## config.mk

```make
export PLATFORM = sky130hd
export DESIGN_NAME = pipe_fwd_chain
export DESIGN_NICKNAME = d
export VERILOG_FILES = /design/src/rtl/pipe_fwd_chain.sv
export SDC_FILE = /design/constraint.sdc
export NUM_CORES = 1
export LEC_CHECK = 0
export ABC_AREA = 1
export BUFFER_PORTS_ARGS = -buffer_cell sky130_fd_sc_hd__buf_4
export CAP_MARGIN = 20
export CELL_PAD_IN_SITES_DETAIL_PLACEMENT = 1
export CELL_PAD_IN_SITES_GLOBAL_PLACEMENT = 2
export CORE_ASPECT_RATIO = 0.75
export CORE_MARGIN = 1
export CORE_UTILIZATION = 26
export DETAILED_ROUTE_END_ITERATION = 16
export PLACE_DENSITY = 0.93
export SLEW_MARGIN = 15
export SYNTH_ARGS = -nofsm -noshare
export SYNTH_HDL_FRONTEND = slang
export SYNTH_SLANG_ARGS = --single-unit
```

## constraint.sdc

```tcl
create_clock -name clk -period 5.1 [get_ports clk]
set_input_delay 0.255 -clock clk [delete_from_list [all_inputs] [get_ports clk]]
set_output_delay 0.255 -clock clk [all_outputs]
set_load 0.005 [all_outputs]
```

## src/rtl/pipe_fwd_chain.sv

```systemverilog
// rtl/pipe_fwd_chain.sv - in-order pipeline register chain with forwarding select and load-use interlock
module pipe_fwd_chain #(
  parameter  int DW     = 32,
  parameter  int RW     = 5,
  parameter  int NSTAGE = 3,
  parameter  int NSRC   = 2,
  localparam int SW     = $clog2(NSTAGE + 1)
) (
  input  logic                   clk,
  input  logic                   reset,
  input  logic                   in_valid,
  input  logic [DW-1:0]          in_data,
  input  logic [RW-1:0]          in_rd,
  input  logic                   in_regwrite,
  input  logic [SW-1:0]          in_avail,
  input  logic [NSRC*RW-1:0]     in_rs,
  input  logic                   hold,
  input  logic [NSTAGE-1:0]      flush_mask,
  input  logic [NSTAGE*DW-1:0]   stage_res,
  output logic [NSTAGE-1:0]      st_valid,
  output logic [NSTAGE*DW-1:0]   st_data,
  output logic [NSTAGE*RW-1:0]   st_rd,
  output logic [NSTAGE-1:0]      st_regwrite,
  output logic [NSRC*SW-1:0]     fwd_sel,
  output logic [NSRC*DW-1:0]     fwd_data,
  output logic                   dec_stall,
  output logic [31:0]            stall_cnt
);

  // Stage k (1-based) lives at index k-1 of every per-stage array.
  logic [NSTAGE-1:0] valid_q, valid_d;
  logic [NSTAGE-1:0] regwrite_q, regwrite_d;
  logic [DW-1:0]     data_q  [NSTAGE];
  logic [DW-1:0]     data_d  [NSTAGE];
  logic [RW-1:0]     rd_q    [NSTAGE];
  logic [RW-1:0]     rd_d    [NSTAGE];
  logic [SW-1:0]     avail_q [NSTAGE];
  logic [SW-1:0]     avail_d [NSTAGE];

  logic [SW-1:0]     avail_in;
  logic [NSRC-1:0]   hazard_src;
  logic              hazard;
  logic [RW-1:0]     rs;
  logic              hit;
  int                hit_idx;
  logic [31:0]       stall_cnt_q;
  logic [31:0]       stall_cnt_d;

  // Clamp the producer's first-ready stage into 1..NSTAGE before it is stored
  always_comb begin
    avail_in = in_avail;
    if (in_avail == '0) begin
      avail_in = SW'(1);
    end else if ({1'b0, in_avail} > (SW+1)'(NSTAGE)) begin
      avail_in = SW'(NSTAGE);
    end
  end

  // Per source: youngest matching stage wins; a not-ready winner stalls rather than falling back
  always_comb begin
    fwd_sel    = '0;
    fwd_data   = '0;
    hazard_src = '0;
    rs         = '0;
    hit        = 1'b0;
    hit_idx    = 0;
    for (int i = 0; i < NSRC; i++) begin
      rs      = in_rs[i*RW +: RW];
      hit     = 1'b0;
      hit_idx = 0;
      for (int k = NSTAGE - 1; k >= 0; k--) begin
        if (valid_q[k] && regwrite_q[k] && (rd_q[k] == rs) && (rs != '0)) begin
          hit     = 1'b1;
          hit_idx = k;
        end
      end
      if (hit) begin
        if (SW'(hit_idx + 1) >= avail_q[hit_idx]) begin
          fwd_sel[i*SW +: SW]  = SW'(hit_idx + 1);
          fwd_data[i*DW +: DW] = stage_res[hit_idx*DW +: DW];
        end else begin
          hazard_src[i] = 1'b1;
        end
      end
    end
  end

  assign hazard    = in_valid & (|hazard_src);
  assign dec_stall = hazard | hold;

  // Next chain contents: freeze on hold, otherwise shift and insert a bubble on hazard; flush last
  always_comb begin
    valid_d    = valid_q;
    regwrite_d = regwrite_q;
    data_d     = data_q;
    rd_d       = rd_q;
    avail_d    = avail_q;
    if (!hold) begin
      for (int k = NSTAGE - 1; k >= 1; k--) begin
        valid_d[k]    = valid_q[k-1];
        regwrite_d[k] = regwrite_q[k-1];
        data_d[k]     = data_q[k-1];
        rd_d[k]       = rd_q[k-1];
        avail_d[k]    = avail_q[k-1];
      end
      valid_d[0]    = in_valid & ~hazard;
      regwrite_d[0] = in_regwrite;
      data_d[0]     = in_data;
      rd_d[0]       = in_rd;
      avail_d[0]    = avail_in;
    end
    valid_d = valid_d & ~flush_mask;
  end

  // Stage registers; reset wins over hold and flush
  always_ff @(posedge clk) begin
    if (reset) begin
      valid_q    <= '0;
      regwrite_q <= '0;
      for (int k = 0; k < NSTAGE; k++) begin
        data_q[k]  <= '0;
        rd_q[k]    <= '0;
        avail_q[k] <= '0;
      end
    end else begin
      valid_q    <= valid_d;
      regwrite_q <= regwrite_d;
      data_q     <= data_d;
      rd_q       <= rd_d;
      avail_q    <= avail_d;
    end
  end

  // Hazard cycles are only counted when the chain actually advances; the count saturates
  assign stall_cnt_d = (hazard && !hold && (stall_cnt_q != 32'hFFFF_FFFF)) ?
                       stall_cnt_q + 32'd1 : stall_cnt_q;

  // Stall counter register
  always_ff @(posedge clk) begin
    if (reset) begin
      stall_cnt_q <= '0;
    end else begin
      stall_cnt_q <= stall_cnt_d;
    end
  end

  // Flatten per-stage storage onto the packed output buses
  always_comb begin
    st_data = '0;
    st_rd   = '0;
    for (int k = 0; k < NSTAGE; k++) begin
      st_data[k*DW +: DW] = data_q[k];
      st_rd[k*RW +: RW]   = rd_q[k];
    end
  end

  assign st_valid    = valid_q;
  assign st_regwrite = regwrite_q & valid_q;
  assign stall_cnt   = stall_cnt_q;

endmodule

```

# Word level (Yosys, flattened, before mapping)
# Cells that the tools add are included.
[classes]
mul = 0
n_reduce_logical = 22
muxes = 32
add_sub_neg = 3
n_eq_ne = 7
shift = 2
n_lt_le_gt_ge = 4
bitwise = 9
n_div = 0
[ops]
columns = ["op", "count"]
rows = [
  ["two-way mux 32 bit", 8],
  ["variable part select 96 x 32 -> 32 bit", 2],
  [">= comparator 32 x 3 -> 1 bit (second input constant)", 2],
  ["NOT 32 bit", 2],
  ["adder 32 x 1 -> 32 bit (second input constant)", 1],
  ["!= test 32 bit (second input constant)", 1],
  ["equality test 5 bit", 6],
  ["two-way mux 2 bit", 11],
  ["logical AND 1 bit", 17],
  ["two-way mux 1 bit", 10],
  ["nonzero test 5 bit", 2],
  ["binary-select mux 2 bit (select 2 bit)", 2],
  ["AND 3 bit", 2],
  ["adder 2 bit (second input constant)", 2],
  [">= comparator 2 bit", 2],
  ["two-way mux 3 bit", 1],
  ["NOT 3 bit", 1],
  ["AND 1 bit", 2],
  ["zero test 2 bit", 1],
  ["OR reduction 2 bit", 1],
  ["zero test 1 bit", 1],
  ["NOT 1 bit", 1],
  ["bitwise OR 1 bit", 1],
]
[totals]
latch_bits = 0
reg_bits = 155
output_inout_bits = 218
ram_bits = 0
elab_cells = 91
memories = 0
romBits = 0
input_bits = 153

# Longest topological paths before layout
# Gate-level depths: netlist of run 1.
[depth]
word_depth = 19
depth_mapped = 24
ltp_nobuf = 23

# Worst setup path after synthesis of run 1
# Ideal clock, no wire load.
[synth_path]
path_kind = "reg2out"
start = "register rd_q (netlist bit st_rd[3])"
end = "output port dec_stall"
arrival_time_ns = 2.518
path_buffers = 3
stages_incl_launch_ff = 22
required_ns = 4.845
setup_slack_ns = 2.327
cell_sequence = "dfxtp_1 inv_2 nand2_1 nand2_1 clkinv_1 nand2_1 nor2_4 nand2_2 nand3b_2 clkbuf_1 o211ai_1 o21ai_0 ha_1 nor2_1 inv_1 a21oi_1 nand2_2 nand2_4 buf_8 buf_6 nand2_1 nand2_1"
[synth_via]
elab_chain_len = 14
elab_cells_between_ends = 29
[synth_rtl]
columns = ["item", "line", "text"]
rows = [
  ["start, declared", "35", "logic [RW-1:0] rd_q [NSTAGE];"],
  ["start signal, assigned", "129", "rd_q <= rd_d;"],
  ["equality test 5 bit", "72", "if (valid_q[k] && regwrite_q[k] && (rd_q[k] == rs) && (rs != '0)) begin"],
  ["logical AND 1 bit (2 in a row)", "72", ""],
  ["two-way mux 32 bit", "72", ""],
  ["NOT 32 bit (implied by the code)", "78", "if (SW'(hit_idx + 1) >= avail_q[hit_idx]) begin"],
  ["binary-select mux 2 bit (select 2 bit)", "78", ""],
  ["two-way mux 2 bit (implied by the code) (2 in a row)", "78", ""],
  [">= comparator 2 bit", "78", ""],
  ["two-way mux 1 bit", "78", ""],
  ["two-way mux 1 bit", "77", "if (hit) begin"],
  ["OR reduction 2 bit *", "88", "assign hazard = in_valid & (|hazard_src);"],
  ["AND 1 bit *", "88", ""],
  ["bitwise OR 1 bit *", "89", "assign dec_stall = hazard | hold;"],
  ["end, declared", "26", "output logic dec_stall,"],
]
# Mark *: on every way between the ends. The rest lies on a longest branch, timed or not. The select of a mux whose other input is x is not followed.

# Final worst setup path of run 1
[layout_path]
start = "register rd_q (netlist bit st_rd[1])"
end = "output port fwd_data[55]"
[layout_via]
elab_chain_len = 11
elab_cells_between_ends = 14
[layout_rtl]
columns = ["item", "line", "text"]
rows = [
  ["equality test 5 bit *", "72", ""],
  ["logical AND 1 bit * (2 in a row)", "72", ""],
  ["branches (longest 7 deep; another with variable part select 96 x 32 -> 32 bit)", "-", ""],
  ["two-way mux 32 bit *", "77", ""],
  ["end, declared", "25", "output logic [NSRC*DW-1:0] fwd_data,"],
]
# Every way passes the cells marked *. The select of a mux whose other input is x is not followed.

==> reports/metrics.cfg, run 1 <==
[run_status]
status = finished, final reports clean

[die]
fp.coreArea_um2 = 32500
initial_core_util_pct = 26.5
floorplan.io_pins = 371
dieArea_um2 = 33900
die_h_um = 160
die_x_um = 212
num_rows = 57

[power_and_ir_drop]
power_w = 0.00304
p_per_area_nw_per_um2 = 248
leakage_nw = 5.57
ir_drop_v = 0.000169

[clock_tree]
clk_path_buf_depth = 2
ctsHoldBuffers = 2
cts_tree = built
ctsHtreeMaxLevel = 4
clock_latency_ps = 440
cts_setup_buffers = 0
numCtsBuffers = 17
post_cts_resized = 0
clock_sinks = 155
clkTransAtPathRegs_ps = 70
root_buffer = clkbuf_16

[drt]
wl_um = 38200
drtIter0Drc = 555
vias = 10275
first_pass_iters = 5
wire_per_inst_um = 18.1
detail-route-antenna-nets = 0
via_per_inst = 4.87
drc = 0

[worst_hold_path]
worstHoldEndpoint = st_data[5]$_SDFFE_PP0N_
min_from = in_data[5]
hold_class = in2reg
holdPathStages = 3

[sta]
rsz0062_at_grt = false
min_period_over_period_pct = 87.0
relSlewSlack_pct = 32.0
finalClockSkew_ps = 10.1
clock.fmax_mhz = 225
setup_tns_ps = 0
fin_hold_ws_ps = 58.0
final_hold_viol_count = 0
min_period_ps = 4440
setup_violations = 0
tightest_slew_ps = 1020
finalMaxSlewViolations = 0

[synth]
yosysTopAreaCell = dfxtp_1
netlist_area_um2 = 8630
synth_cells = 1341
ys_warn_count = 0
synth.avg_cell_area_um2 = 6.43
synth.area.top_cells = dfxtp_1 36%, nand2_1 14%, nor2_1 11%
synth.top_cell.area_share_pct = 36.0
yosysSeqAreaShare_pct = 36.0
syn_nets = 1499
synth_cell_types = 35
ys_seq_elements = 155

[placed_design]
dpl-instance-area_um2 = 11600
detailed_place_hpwl_um = 28000
routabilityCongestion = 0.881
io_buffers = 370
place_inst = 2072

[worst_setup_path]
cp.required_ps = 4850
start_kind = flip-flop
worstPathMaxFanout = 66
crit_chain = inv_1 -> nand2_1 -> nand2_1 -> clkinv_1 -> nand2_1 -> nor2_4 -> nand2_2 -> nand3b_2 -> buf_4 -> nand2_1 -> ha_1 -> a21oi_1 -> inv_1 -> nand2_1 -> inv_1 -> o21ai_0 -> a31oi_1 -> buf_4
critPathBufInv = 6
regToRegSetupSlack_ps = 1100
reg2reg_depth = 17
critPathSlowestCell = inv_1
crit_type = reg2out
timing.rr.end = stall_cnt[31]$_SDFFE_PP0P_
r2r-start = st_valid[0]$_SDFF_PP0_
cp-end-kind = primary output
worstPathArrival_ps = 4180
cp_top_family = buffers and inverters
cpPeakStageDelay_ps = 740
critPathMostFrequentCell = nand2_1

[finish]
layout_common_cells = 379 x buf_4, 312 x nand2_1, 262 x nor2_1, 189 x o21ai_0, 155 x dfxtp_1
fin_nets = 1810
nFillCells = 4197
layout_commonest_cell = buf_4
drive_above_1_share_pct = 27.9
area_delta_synth_final_pct = 41.7
fin_cells = 2109
fin_area_um2 = 12200

[global_routing]
grt_pass1_wl_um = 58200
grt_overflow_total = 0
grt_max_degree = 91
antenna_found_initial = 2
grt_pass1_vias = 10200
grt_util_all_layers_pct = 21.9

[run]
max_cap_violations = 0

## layout make-up
cell class              count  area (um2)  share of cell area (%)
inverters                  72         272                    2.22
repair buffers            382        2890                    23.7
diodes                      2        5.00                  0.0409
flip-flops and latches    155        3100                    25.4
clock buffers              18         429                    3.51
clock inverters            14         145                    1.19
multi-input cells        1024        4830                    39.5
well taps                 442         553                    4.52
## report_power, final
| part | switching [W] | internal [W] |
|---|---|---|
| Combinational | 0.000218 | 0.000207 |
| Clock | 0.000564 | 0.000723 |
| Sequential | 0.0000504 | 0.00127 |
## worst reg2reg max path: stages, from the launching register on
cell	delay, ps
dfxtp_1	350
nand2_1	120
inv_1	150
nand3_1	90
nor2_1	120
nand3_1	130
nand3_1	250
clkinv_1	200
nand2_1	90
nand3_1	60
o21ai_0	120
ha_1	290
a21oi_1	270
nand2_1	170
nand2_4	370
nand3_2	720
nand2_1	260
a21oi_1	90
## cell usage after synthesis
library cell / count
and3_1: 2
o22ai_1: 1
nand3b_2: 1
buf_6: 4
o211ai_1: 2
a21oi_2: 11
nand3_2: 5
a21oi_4: 1
nand2_2: 15
nor3_1: 7
nor2_4: 3
clkinv_1: 3
ha_1: 5
dfxtp_1: 155
inv_1: 60
nand4_1: 37
nor2_2: 5
o21ai_0: 189
clkbuf_1: 53
nand3b_1: 8
inv_2: 9
nand3_1: 24
buf_2: 29
a31oi_1: 64
a2111oi_0: 1
and2_1: 1
nor4_1: 1
buf_8: 2
xnor2_1: 6
buf_1: 2
nand2_4: 1
a21oi_1: 43
nor2_1: 262
nand2_1: 312
xor2_1: 17
## worst max path at each step
stage,from,endpoint,cells after the start
final,st_rd[1]$_SDFFE_PP0N_,fwd_data[55],18
after global routing,st_rd[1]$_SDFFE_PP0N_,fwd_data[32],18
after CTS,st_valid[0]$_SDFF_PP0_,fwd_data[25],19
after detailed placement,in_rs[0],fwd_data[25],19
after global placement,in_rs[2],fwd_data[25],19
after floorplan,st_rd[3]$_SDFFE_PP0N_,dec_stall,21
## layer usage
layer / share of wire, % / global-route usage, % / vias to the layer above
met2: 49 / 37.8 / 250
met3: 5.1 / 4.29 / 41
li1: - / - / 5039
met4: 2.1 / 7.72 / 0
met1: 44 / 26.9 / 4945
met5: 0 / 0 / -
## flip-flops by register name, summed over array words and instances, names as in the netlist
name and cells:
st_data 96, stall_cnt 32, st_rd 15, avail_q 6
regwrite_q 3, st_valid 3
## through the flow
step / util, % / worst slack (ps)
after global placement: 35.7 / 1110
after floorplan: - / 2330
after detailed placement: 35.7 / 1030
final: 37.6 / 664
after CTS: 37.5 / 559
after global routing: 37.6 / 202
## logic make-up after synthesis
kind of cell	synth area share [%]
simple gates	33.1
buf+inv	8.08
xor+xnor	2.34
flops	36.0
compound gates	19.8
fa+ha+maj	0.725
Note: power is estimated with default switching activity, not from simulation.
==> run 2, diff against run 1 <==
- ABC_AREA: 1 -> 0
- CORE_UTILIZATION: 26 -> 28
- PLACE_DENSITY: 0.93 -> 0.92
==> run 2 against run 1 <==
Net effect: total power is 0.27% higher; clock skew rose by 1.9 ps; die area decreased by 12%; combinational power down 20%; largest power group is now the clock network.
==> reports/metrics.cfg, run 2 <==
[sta]
rsz0062_at_grt = false
min_period_over_period_pct = 84.6
finalMaxSlewViolations = 0
final_hold_viol_count = 0
setup_tns_ps = 0
min_period_ps = 4320
relSlewSlack_pct = 31.4
finalClockSkew_ps = 12.0
clock.fmax_mhz = 232
tightest_slew_ps = 1030
setup_violations = 0

[die]
dieArea_um2 = 29800
fp.coreArea_um2 = 28300
floorplan.io_pins = 371
die_x_um = 199
initial_core_util_pct = 28.8
num_rows = 53
die_h_um = 150

[worst_hold_path]
hold_class = in2reg

[worst_setup_path]
crit_type = reg2out
cp-end-kind = primary output
startpoint = st_rd[6]$_SDFFE_PP0N_
worstPathArrival_ps = 4060
worstSetupEndpoint = fwd_data[12]
reg2reg_depth = 15
regToRegSetupSlack_ps = 850
r2r-start = st_rd[6]$_SDFFE_PP0N_
cp.required_ps = 4850
timing.rr.end = stall_cnt[9]$_SDFFE_PP0P_
worstPathMaxFanout = 34
start_kind = flip-flop

[power_and_ir_drop]
internal-power_w = 0.00227
p_switching_w = 0.000770
leakage_nw = 5.34
power_frac_seq_pct = 42.1
clkPwrFrac_pct = 46.8
p_per_area_nw_per_um2 = 256
ir_drop_v = 0.000211
switching_share_pct = 25.3
combPwrFrac_pct = 11.1

[synth]
synth_cells = 924
synth_top_family_by_area = multiplexers
netlist_area_um2 = 8160
synth_simple_gate_area_share_pct = 18.8
syn_nets = 1082
synth_mux_area_share_pct = 24.2
yosysMostFrequentCell = nor2_1
synth.top_cell.area_share_pct = 38.0
synth.area.top_cells = dfxtp_1 38%, mux2i_1 23%, nor2_1 9.3%
yosys-top-cells-count = 202 x nor2_1, 189 x mux2i_1, 155 x dfxtp_1, 65 x a211oi_1, 48 x clkbuf_1
async_flop_share_pct = 0
synth_cell_types = 45
yosysSeqAreaShare_pct = 38.0
ys_warn_count = 0
synth_edf_count = 0
synth_xor_area_share_pct = 2.79
synth.avg_cell_area_um2 = 8.83
yosysTopAreaCell = dfxtp_1
synth-adder-area-share_pct = 0.767
synth-compound-area-share_pct = 11.0
ys_seq_elements = 155
synth_top_flop_cell = dfxtp_1

[finish]
nFillCells = 3381
layout.area.seq_um2 = 3100
layout_commonest_cell = buf_4
largest_register_ff_count = 96
drive_above_1_share_pct = 33.4
fin_nets = 1413
fin_cells = 1654
multi_input_area_um2 = 4710
area_delta_synth_final_pct = 45.8
layout_common_cells = 382 x buf_4, 202 x nor2_1, 189 x mux2i_1, 155 x dfxtp_1, 65 x a211oi_1

[drt]
detail-route-antenna-nets = 0
wire_per_inst_um = 19.1
first_pass_iters = 4
drc = 0
wl_um = 31600
vias = 8205
via_per_inst = 4.96
drtIter0Drc = 320

[global_routing]
grt_pass1_vias = 8395
grt_pass1_wl_um = 47600
grt_overflow_total = 0
antenna_found_initial = 2
grt_util_all_layers_pct = 20.7
grt_max_degree = 83

[clock_tree]
cts_setup_buffers = 0
cts_tree = built
root_buffer = clkbuf_16
clock_sinks = 155
clkTransAtPathRegs_ps = 70
numCtsBuffers = 17
ctsHtreeMaxLevel = 4
clk_path_buf_depth = 2
clock_latency_ps = 430

[placed_design]
detailed_place_hpwl_um = 23700
routabilityCongestion = 0.819
place_inst = 1618
io_buffers = 370

[run_status]
status = finished, final reports clean

[run]
max_cap_violations = 0

[run 2: cell type report]
class	count	area share [%]
Antenna cell	1	0.0210
Clock buffer	17	3.58
Clock inverter	15	1.93
Inverter	9	0.284
Multi-Input combinational cell	686	39.6
Sequential cell	155	26.1
Tap cell	385	4.05
Timing Repair Buffer	386	24.4
[run 2: worst min path at each step]
stage                             start                 endpoint  slack (ps)  depth (start not counted)
after global placement    flush_mask[0]   st_valid[0]$_SDFF_PP0_         420                          2
after CTS                   in_avail[1]  avail_q[4]$_SDFFE_PP0N_           2                          2
after detailed placement  flush_mask[0]   st_valid[0]$_SDFF_PP0_         420                          2
final                       in_avail[1]  avail_q[4]$_SDFFE_PP0N_          30                          2
after global routing        in_avail[1]  avail_q[4]$_SDFFE_PP0N_          20                          2
after floorplan           flush_mask[0]   st_valid[0]$_SDFF_PP0_         330                          1
[run 2: repair_timing]
item,CTS,global route
hold buffers,3,0
resized for setup,0,0
endpoints found under the hold margin,3,0
[run 2: cells by family after synthesis]
logic type	count (synthesis)
AND/OR/NAND/NOR	329
multiplexers	196
flip-flops	155
AO/OA/AOI/OAI	130
buffers and inverters	83
XOR/XNOR	26
adder cells (fa/ha/maj)	5
[run 2: power by group through the flow]
stage	Combinational (W)	Clock [W]	Sequential, W
final	0.000339	0.00143	0.00128
after global routing	0.000368	0.00152	0.00129
after CTS	0.000342	0.00147	0.00128
after detailed placement	0.000337	0	0.00131
after global placement	0.000329	0	0.00131
after floorplan	0.000141	0	0.00130
[run 2: metal layers]
metal | share of wire, % | vias to the layer above | track usage [%]
met5 | 0.041 | - | 0
met4 | 1.1 | 2 | 4.12
met3 | 6.8 | 27 | 6.60
met2 | 48 | 183 | 33.5
met1 | 44 | 4031 | 26.8
li1 | - | 3962 | -
[run 2: critical path, stage by stage (launching register included)]
cell      delay (ps)
dfxtp_1          430
inv_1             90
a221o_1          320
or4_4            560
nor2b_4          210
mux2i_1          250
a21oi_1          100
ha_1             290
nand2b_1          90
a21oi_1           90
nand2b_1         150
buf_4            260
a211oi_1         550
buf_4            230
[run 2: per-stage QoR]
stage                     hold WS, ps  area [um2]  worst slack (ps)  power, W  util (%)
after floorplan                   333        8160              1210   0.00144         -
after global placement            420       11200              1130   0.00164      39.6
after detailed placement          420       11200               909   0.00165      39.6
after CTS                        1.59       11900               817   0.00309      42.0
after global routing             21.3       11900               625   0.00317      42.0
final                            29.5       11900               785   0.00304      42.0
